===== src/rtl/core_ctrl_pkg.sv =====
// core_ctrl_pkg
//   Shared definitions for the RV32I decode control path: major opcodes,
//   ALU operation codes, immediate / result-source encodings, the packed
//   ID/EX control bundle and a small funct3-to-ALU helper.
//   Optional feature macro (used by importers): DECODE_MEXT_EN.
package core_ctrl_pkg;

  // Major opcodes (instr[6:0])
  localparam logic [6:0] OP_LOAD   = 7'b0000011;
  localparam logic [6:0] OP_STORE  = 7'b0100011;
  localparam logic [6:0] OP_RTYPE  = 7'b0110011;
  localparam logic [6:0] OP_ITYPE  = 7'b0010011;
  localparam logic [6:0] OP_BRANCH = 7'b1100011;
  localparam logic [6:0] OP_JAL    = 7'b1101111;
  localparam logic [6:0] OP_JALR   = 7'b1100111;
  localparam logic [6:0] OP_LUI    = 7'b0110111;
  localparam logic [6:0] OP_AUIPC  = 7'b0010111;

  // funct7 patterns of interest for R-type
  localparam logic [6:0] F7_BASE = 7'b0000000;
  localparam logic [6:0] F7_ALT  = 7'b0100000;
  localparam logic [6:0] F7_MEXT = 7'b0000001;

  // ALU operation codes; the bundle carries them in ALU_CODE_W bits and the
  // top widens them to the configured output width.
  localparam int ALU_CODE_W = 4;
  localparam logic [ALU_CODE_W-1:0] ALU_ADD   = 4'd0;
  localparam logic [ALU_CODE_W-1:0] ALU_SUB   = 4'd1;
  localparam logic [ALU_CODE_W-1:0] ALU_AND   = 4'd2;
  localparam logic [ALU_CODE_W-1:0] ALU_OR    = 4'd3;
  localparam logic [ALU_CODE_W-1:0] ALU_PASSB = 4'd4;
  localparam logic [ALU_CODE_W-1:0] ALU_SLT   = 4'd5;
  localparam logic [ALU_CODE_W-1:0] ALU_XOR   = 4'd6;
  localparam logic [ALU_CODE_W-1:0] ALU_SLL   = 4'd7;
  localparam logic [ALU_CODE_W-1:0] ALU_SRL   = 4'd8;
  localparam logic [ALU_CODE_W-1:0] ALU_SRA   = 4'd9;
  localparam logic [ALU_CODE_W-1:0] ALU_SLTU  = 4'd10;
  localparam logic [ALU_CODE_W-1:0] ALU_MUL   = 4'd11;
  localparam logic [ALU_CODE_W-1:0] ALU_MULH  = 4'd12;
  localparam logic [ALU_CODE_W-1:0] ALU_DIV   = 4'd13;
  localparam logic [ALU_CODE_W-1:0] ALU_REM   = 4'd14;

  // Immediate format select
  localparam logic [2:0] IMM_I = 3'b000;
  localparam logic [2:0] IMM_S = 3'b001;
  localparam logic [2:0] IMM_B = 3'b010;
  localparam logic [2:0] IMM_J = 3'b011;
  localparam logic [2:0] IMM_U = 3'b100;

  // Writeback result select
  localparam logic [1:0] RES_ALU = 2'b00;
  localparam logic [1:0] RES_MEM = 2'b01;
  localparam logic [1:0] RES_PC4 = 2'b10;

  typedef struct packed {
    logic                  reg_write;
    logic                  mem_write;
    logic                  alu_src;
    logic                  alu_a_pc;
    logic                  jump;
    logic                  jump_sel;
    logic                  branch;
    logic [2:0]            branch_type;
    logic [1:0]            result_src;
    logic [2:0]            imm_src;
    logic [ALU_CODE_W-1:0] alu_op;
    logic [4:0]            rd;
    logic [4:0]            rs1;
    logic [4:0]            rs2;
  } ctrl_bundle_t;

  // Shared funct3 decode for the register and immediate ALU groups. 'alt'
  // is instr[30]; it only matters for the right shifts here, the R-type
  // SUB case is handled by the caller because I-type never subtracts.
  function automatic logic [ALU_CODE_W-1:0] alu_from_f3(input logic [2:0] f3,
                                                         input logic       alt);
    logic [ALU_CODE_W-1:0] op;
    op = ALU_ADD;
    case (f3)
      3'b000: op = ALU_ADD;
      3'b001: op = ALU_SLL;
      3'b010: op = ALU_SLT;
      3'b011: op = ALU_SLTU;
      3'b100: op = ALU_XOR;
      3'b101: op = alt ? ALU_SRA : ALU_SRL;
      3'b110: op = ALU_OR;
      3'b111: op = ALU_AND;
      default: op = ALU_ADD;
    endcase
    return op;
  endfunction

endpackage


===== src/rtl/decode_ctrl_comb.sv =====
// decode_ctrl_comb
//   Pure combinational RV32I control decode: instruction word in, control
//   bundle plus illegal flag out. The bundle contents are don't-care when
//   illegal is set; the register stage never loads it in that case.
//   Macro DECODE_MEXT_EN: when defined, R-type funct7=0000001 decodes the
//   MUL/MULH/DIV/REM subset; otherwise that funct7 is illegal.
// Ports:
//   instr   in  32  instruction word
//   bundle  out     decoded ctrl_bundle_t
//   illegal out 1   instruction is not supported
module decode_ctrl_comb
  import core_ctrl_pkg::*;
(
  input  logic [31:0]  instr,
  output ctrl_bundle_t bundle,
  output logic         illegal
);

  logic [6:0] opcode;
  logic [2:0] funct3;
  logic [6:0] funct7;

  assign opcode = instr[6:0];
  assign funct3 = instr[14:12];
  assign funct7 = instr[31:25];

  always_comb begin
    bundle             = '0;
    illegal            = 1'b0;
    // Register indices are passed through for every format; unused ones are
    // harmless to the execute stage.
    bundle.rd          = instr[11:7];
    bundle.rs1         = instr[19:15];
    bundle.rs2         = instr[24:20];
    bundle.alu_op      = ALU_ADD;
    bundle.imm_src     = IMM_I;
    bundle.result_src  = RES_ALU;

    case (opcode)
      OP_LOAD: begin
        bundle.reg_write  = 1'b1;
        bundle.alu_src    = 1'b1;
        bundle.result_src = RES_MEM;
      end

      OP_STORE: begin
        bundle.mem_write = 1'b1;
        bundle.alu_src   = 1'b1;
        bundle.imm_src   = IMM_S;
      end

      OP_RTYPE: begin
        bundle.reg_write = 1'b1;
        if (funct7 == F7_BASE) begin
          bundle.alu_op = alu_from_f3(funct3, 1'b0);
        end else if (funct7 == F7_ALT) begin
          bundle.alu_op = (funct3 == 3'b000) ? ALU_SUB : alu_from_f3(funct3, 1'b1);
`ifdef DECODE_MEXT_EN
        end else if (funct7 == F7_MEXT) begin
          case (funct3)
            3'b000:  bundle.alu_op = ALU_MUL;
            3'b001:  bundle.alu_op = ALU_MULH;
            3'b100:  bundle.alu_op = ALU_DIV;
            3'b110:  bundle.alu_op = ALU_REM;
            default: illegal = 1'b1;
          endcase
`endif
        end else begin
          illegal = 1'b1;
        end
      end

      OP_ITYPE: begin
        bundle.reg_write = 1'b1;
        bundle.alu_src   = 1'b1;
        bundle.alu_op    = alu_from_f3(funct3, instr[30]);
      end

      OP_BRANCH: begin
        bundle.branch      = 1'b1;
        bundle.imm_src     = IMM_B;
        bundle.branch_type = funct3;
        // funct3[2:1] groups eq/ne, lt/ge and ltu/geu; 01x is unassigned.
        case (funct3[2:1])
          2'b00:   bundle.alu_op = ALU_SUB;
          2'b10:   bundle.alu_op = ALU_SLT;
          2'b11:   bundle.alu_op = ALU_SLTU;
          default: illegal = 1'b1;
        endcase
      end

      OP_JAL: begin
        bundle.reg_write  = 1'b1;
        bundle.jump       = 1'b1;
        bundle.imm_src    = IMM_J;
        bundle.result_src = RES_PC4;
      end

      OP_JALR: begin
        bundle.reg_write  = 1'b1;
        bundle.alu_src    = 1'b1;
        bundle.jump       = 1'b1;
        bundle.jump_sel   = 1'b1;
        bundle.result_src = RES_PC4;
      end

      OP_LUI: begin
        bundle.reg_write = 1'b1;
        bundle.imm_src   = IMM_U;
        bundle.alu_op    = ALU_PASSB;
      end

      OP_AUIPC: begin
        bundle.reg_write = 1'b1;
        bundle.imm_src   = IMM_U;
        bundle.alu_a_pc  = 1'b1;
      end

      default: illegal = 1'b1;
    endcase
  end

endmodule


===== src/rtl/decode_ctrl_stage.sv =====
// decode_ctrl_stage
//   Registered ID/EX control stage. Accepts an instruction over a
//   valid/ready handshake, decodes it through decode_ctrl_comb and holds the
//   control bundle in an output register until the execute stage takes it.
//   An accepted illegal instruction becomes a bubble, bumps a saturating
//   counter and parks the stage in HALTED until reset.
//   Macro DECODE_MEXT_EN (see decode_ctrl_comb) enables M-extension decode.
// Parameters:
//   ALU_CTRL_W  ALU control output width (>= 4)
//   CNT_W       illegal-instruction counter width
// Ports:
//   clk, rst                  clock, synchronous active-high reset
//   in_valid/in_ready/instr   instruction handshake
//   flush                     drop held bundle, block acceptance this cycle
//   out_valid/out_ready       bundle handshake toward execute
//   reg_write .. rs2          registered control bundle
//   halted                    sticky illegal-opcode halt
//   illegal_cnt               saturating illegal acceptance count
module decode_ctrl_stage
  import core_ctrl_pkg::*;
#(
  parameter int ALU_CTRL_W = 4,
  parameter int CNT_W      = 8
) (
  input  logic                  clk,
  input  logic                  rst,
  input  logic                  in_valid,
  output logic                  in_ready,
  input  logic [31:0]           instr,
  input  logic                  flush,
  output logic                  out_valid,
  input  logic                  out_ready,
  output logic                  reg_write,
  output logic                  mem_write,
  output logic                  alu_src,
  output logic                  alu_a_pc,
  output logic                  jump,
  output logic                  jump_sel,
  output logic                  branch,
  output logic [2:0]            branch_type,
  output logic [1:0]            result_src,
  output logic [2:0]            imm_src,
  output logic [ALU_CTRL_W-1:0] alu_ctrl,
  output logic [4:0]            rd,
  output logic [4:0]            rs1,
  output logic [4:0]            rs2,
  output logic                  halted,
  output logic [CNT_W-1:0]      illegal_cnt
);

  typedef enum logic {
    ST_RUN    = 1'b0,
    ST_HALTED = 1'b1
  } state_t;

  state_t       state;
  state_t       state_next;
  ctrl_bundle_t bundle_p0;
  logic         illegal_p0;
  logic         accept_p0;
  ctrl_bundle_t bundle_p1;
  logic         vld_p1;
  logic [CNT_W-1:0] cnt_p1;

  decode_ctrl_comb u_decode (
    .instr   (instr),
    .bundle  (bundle_p0),
    .illegal (illegal_p0)
  );

  // Handshake and next state. in_ready is forced low during reset so nothing
  // is offered as accepted on a cycle whose edge will clear the stage.
  always_comb begin
    state_next = state;
    in_ready   = 1'b0;
    accept_p0  = 1'b0;
    case (state)
      ST_RUN: begin
        in_ready  = !rst && !flush && (!vld_p1 || out_ready);
        accept_p0 = in_valid && in_ready;
        if (accept_p0 && illegal_p0) begin
          state_next = ST_HALTED;
        end
      end
      ST_HALTED: begin
        in_ready   = 1'b0;
        state_next = ST_HALTED;
      end
      default: state_next = ST_RUN;
    endcase
  end

  always_ff @(posedge clk) begin
    if (rst) begin
      state <= ST_RUN;
    end else begin
      state <= state_next;
    end
  end

  // ---- stage p0 -> p1: output register ----
  // An illegal acceptance is a bubble: it may still retire the old bundle
  // (acceptance implies either empty or consumed) but never sets valid.
  always_ff @(posedge clk) begin
    if (rst) begin
      vld_p1    <= 1'b0;
      bundle_p1 <= '0;
      cnt_p1    <= '0;
    end else begin
      if (flush) begin
        vld_p1 <= 1'b0;
      end else if (accept_p0 && !illegal_p0) begin
        vld_p1 <= 1'b1;
      end else if (out_ready) begin
        vld_p1 <= 1'b0;
      end

      if (accept_p0 && !illegal_p0) begin
        bundle_p1 <= bundle_p0;
      end

      if (accept_p0 && illegal_p0 && (cnt_p1 != {CNT_W{1'b1}})) begin
        cnt_p1 <= cnt_p1 + CNT_W'(1);
      end
    end
  end

  assign out_valid   = vld_p1;
  assign reg_write   = bundle_p1.reg_write;
  assign mem_write   = bundle_p1.mem_write;
  assign alu_src     = bundle_p1.alu_src;
  assign alu_a_pc    = bundle_p1.alu_a_pc;
  assign jump        = bundle_p1.jump;
  assign jump_sel    = bundle_p1.jump_sel;
  assign branch      = bundle_p1.branch;
  assign branch_type = bundle_p1.branch_type;
  assign result_src  = bundle_p1.result_src;
  assign imm_src     = bundle_p1.imm_src;
  assign alu_ctrl    = ALU_CTRL_W'(bundle_p1.alu_op);
  assign rd          = bundle_p1.rd;
  assign rs1         = bundle_p1.rs1;
  assign rs2         = bundle_p1.rs2;
  assign halted      = (state == ST_HALTED);
  assign illegal_cnt = cnt_p1;

endmodule


===== config.mk =====
export PLATFORM = sky130hd
export DESIGN_NAME = decode_ctrl_stage
export DESIGN_NICKNAME = d
export VERILOG_FILES = /design/src/rtl/core_ctrl_pkg.sv /design/src/rtl/decode_ctrl_comb.sv /design/src/rtl/decode_ctrl_stage.sv
export SDC_FILE = /design/constraint.sdc
export NUM_CORES = 1
export LEC_CHECK = 0
export BUFFER_PORTS_ARGS = -buffer_cell sky130_fd_sc_hd__buf_2
export CORE_ASPECT_RATIO = 1.25
export CORE_MARGIN = 2
export CORE_UTILIZATION = 40
export DETAILED_ROUTE_END_ITERATION = 8
export GPL_TIMING_DRIVEN = 0
export PLACE_DENSITY = 0.7
export SETUP_SLACK_MARGIN = 0.15
export SYNTH_ARGS = -nofsm -noshare
export SYNTH_HDL_FRONTEND = slang
export SYNTH_SLANG_ARGS = --single-unit

===== constraint.sdc =====
create_clock -name clk -period 2 [get_ports clk]
set_clock_uncertainty 0.2 [all_clocks]
set_input_delay 0 -clock clk [delete_from_list [all_inputs] [get_ports clk]]
set_output_delay 0 -clock clk [all_outputs]
set_load 0.01 [all_outputs]

==> metrics.md <==
| Metric | Value |
|---|---|
| Buf/Inv on CP | `3` |
| Distinct cell type count after synthesis | `57` |
| Async S/R FF share, synth | `0%` |
| Final Util | `57.6%` |
| Max Root-Sink Buffers | `2` |
| Area delta synth->final | `40.1%` |
| WP data required | `1960 ps` |
| Maximum VDD drop | `0.355 mV` |
| Critical path launch point type | `input port` |
| Hold Path Depth | `5` |
| Die Area | `6140 um^2` |
| RSZ-0062 raised after global routing | `yes` |
| Die Y-Extent | `87.1 um` |
| CP Cell Sequence | `buf_2 > or4_1 > nand2_1 > a21boi_4 > or3_1 > buf_2 > buf_4 > nand2_1 > a21oi_1` |
| Crit path DAT | `1730 ps` |
| Post-DRT Antenna Nets | `0` |
| Placer congestion estimate | `0.819` |
| Reg2reg path depth | `7` |
| Root Buffer | `clkbuf_8` |
| Post-synthesis register bit count | `44` |
| Total track usage | `19.6%` |
| Critical Path Fanout Max | `10` |
| CTS Buf Count | `5` |
| Worst-margin pin slew | `584 ps` |
| Max-cap violations | `0` |
| Critical path class | `in2reg` |
| Global-route wire length before repair | `9740 um` |
| # setup viols final | `0` |
| Hold Violations, Final | `0` |
| Syn Area/Cell | `8.15 um^2` |
| Sequential fraction of the synthesis area | `39.9%` |
| Min-delay src | `instr[4]` |
| Vias in the first global route | `2157` |
| Input/output buffers | `81` |
| H-tree depth | `2` |
| Pwr Density | `529 nW/um^2` |
| Pin count of the biggest net entering global routing | `14` |
| Ys Warns | `0` |
| Via density | `5.18` |
| Leakage | `0.00131 uW` |
| Synthesized area | `2210 um^2` |
| CTS tree | `yes` |
| Ratio of cells with drive above 1 in the final layout | `29.3%` |
| 1st-iter DRT viols | `83` |
| Fin Hold WS | `6.69 ps` |
| Sink Count | `44` |
| Max Transition Viols Final | `0` |
| CP max stage delay | `560 ps` |
| Synth Flop Type | `dfxtp_1` |
| Syn nets | `313` |
| Clk slew on worst S/H paths | `80 ps` |
| Status | `finished clean` |
| I/O Pins | `82` |
| Hold WC Path Type | `in2reg` |
| Rel. slew slack | `60.7%` |
| CP Capture Type | `flop` |
| Post-synth EDFFs | `0` |
| Drt first pass iters | `4` |
| Worst-Skew Late Latency | `300 ps` |
| R2r setup slk | `260 ps` |
| Max Clock Freq | `567 MHz` |
| Die W | `70.5 um` |
| Min-Delay Endpoint | `reg_write` |
| DRT Wirelength | `5910 um` |
| Crit path from | `instr[26]` |
| Detail Placement HPWL | `4140 um` |
| Post-synthesis cell count | `271` |
| ANT cells | `0` |
| FF-to-FF End | `branch_type[2]` |
| CP delay by family, top | `simple AND/OR/NAND/NOR gates` |
| Final min period | `1770 ps` |
| Routed len/inst | `13.1 um` |
| Grt ovf | `0` |
| Final #Nets | `431` |
| DRC errors left | `0` |
| Initial Util | `41.1%` |
| Via count | `2346` |
| Reg2reg start | `out_valid` |
| Std cell rows | `30` |
| Core region area | `5370 um^2` |
| Final Cycle Share | `88.3%` |
| Max stage delay cell, worst path | `or4_1` |
| Initial antenna violation count | `0` |
worst max path at each step:
stage | cells after the start | endpoint | slack, ps
2_1_floorplan | 8 | alu_a_pc | 160
3_3_place_gp | 9 | branch | -90
3_5_place_dp | 9 | branch | -110
4_1_cts | 9 | branch_type[2] | 160
5_1_grt | 8 | illegal_cnt[1] | 140
6_report | 9 | branch_type[2] | 230
registers in the layout, summed over array words and instances, names as in the netlist:
register     count
out_valid        1
alu_ctrl         4
reg_write        1
jump             1
mem_write        1
rd               5
result_src       2
illegal_cnt      8
rs2              5
alu_src          1
alu_a_pc         1
rs1              5
halted           1
jump_sel         1
branch           1
imm_src          3
branch_type      3
synth_stat cells (2+ instances only):
master | count | area [um^2]
inv_1 | 9 | 33.8
nand3_1 | 12 | 60.1
nor2b_1 | 3 | 18.8
a21oi_1 | 39 | 195
nand3b_1 | 2 | 15.0
o2bb2ai_1 | 3 | 26.3
nor3_1 | 4 | 20.0
buf_2 | 5 | 25.0
o31ai_1 | 2 | 15.0
nand2_1 | 56 | 210
a211oi_1 | 2 | 15.0
o21ai_0 | 2 | 10.0
clkbuf_1 | 8 | 30.0
o311ai_0 | 2 | 17.5
o2111ai_1 | 2 | 17.5
ha_1 | 5 | 62.6
dfxtp_1 | 44 | 881
a31oi_1 | 2 | 12.5
or4_1 | 2 | 15.0
nor4_1 | 2 | 12.5
xor2_1 | 3 | 26.3
o22ai_1 | 2 | 12.5
and3_1 | 2 | 12.5
nand2b_1 | 6 | 37.5
and2_1 | 3 | 18.8
buf_6 | 2 | 22.5
nor2_1 | 17 | 63.8
worst register-to-register path, cell delays in order, from the launching register on:
cell and delay, ps:
dfxtp_1 340, nand2b_4 90, nand4_1 150, or3_1 340
buf_2 170, buf_4 180, nand2_1 70, a21oi_1 60
metal layers:
layer / wire length [um] / vias to the layer above / track usage (%)
li1: - / 1189 / -
met2: 2950 / 83 / 34.6
met1: 2490 / 1064 / 22.7
met3: 394 / 10 / 4.86
met5: 0 / - / 0
met4: 89 / 0 / 7.52
metrics by stage:
| step | total power (uW) | setup WS (ps) | cells | setup TNS (ps) | instance area, um^2 |
|---|---|---|---|---|---|
| after floorplan | 1000 | 162 | 271 | 0 | 2210 |
| after global placement | 1080 | -91.7 | 416 | -1160 | 2690 |
| after detailed placement | 1080 | -115 | 416 | -1780 | 2690 |
| after CTS | 1640 | 163 | 453 | 0 | 3080 |
| after global routing | 1710 | 145 | 453 | 0 | 3090 |
| final | 1630 | 235 | 453 | 0 | 3090 |
cells in the final DEF, fill, tap and decap left out, types with 3 or more instances in the layout:
cell type / synthesis / routed
dlygate4sd3_1: 0 / 29
buf_2: 5 / 85
a21oi_1: 39 / 39
inv_1: 9 / 8
and2_1: 3 / 3
o2bb2ai_1: 3 / 3
nor2_1: 17 / 15
xor2_1: 3 / 3
nand3_1: 12 / 12
clkbuf_1: 8 / 8
ha_1: 5 / 5
nand2_1: 56 / 56
nor2b_1: 3 / 3
clkbuf_8: 0 / 5
dfxtp_1: 44 / 44
nand2b_1: 6 / 5
nor3_1: 4 / 4
what timing repair did:
action,in CTS,in global routing
gates resized for setup,1,8
endpoints found under the setup margin,2,36
pin swaps,0,1
hold endpoints to repair,29,0
hold buffers,30,0
setup buffers,0,0
cells by family (layout without fill, tap and decap cells):
kind of cell / after synthesis / in the layout / synth area share (%)
AOI/OAI and AO/OA: 73 / 73 / 23.6
xor gates and xnor gates: 3 / 3 / 1.19
adders and majority gates: 5 / 5 / 2.83
buffers and inverters: 25 / 143 / 5.21
DFF: 44 / 44 / 39.9
muxes: 2 / 2 / 0.963
and+or+nand+nor: 119 / 119 / 26.3
cell type report:
class,count,area (um^2)
timing repair buffer,111,708
sequential,44,881
buffer,15,80.1
fill,494,2270
multi-input combinational,202,1220
clock inverter,2,12.5
clock buffer,5,68.8
inverter,10,37.5
tap,64,80.1
power by group:
group / total [uW] / internal [uW] / switching, uW
registers: 886 / 881 / 5.10
clock network: 528 / 236 / 292
logic: 221 / 109 / 112
total: 1630 / 1230 / 408
No activity file was read; power rests on OpenSTA's default activity.
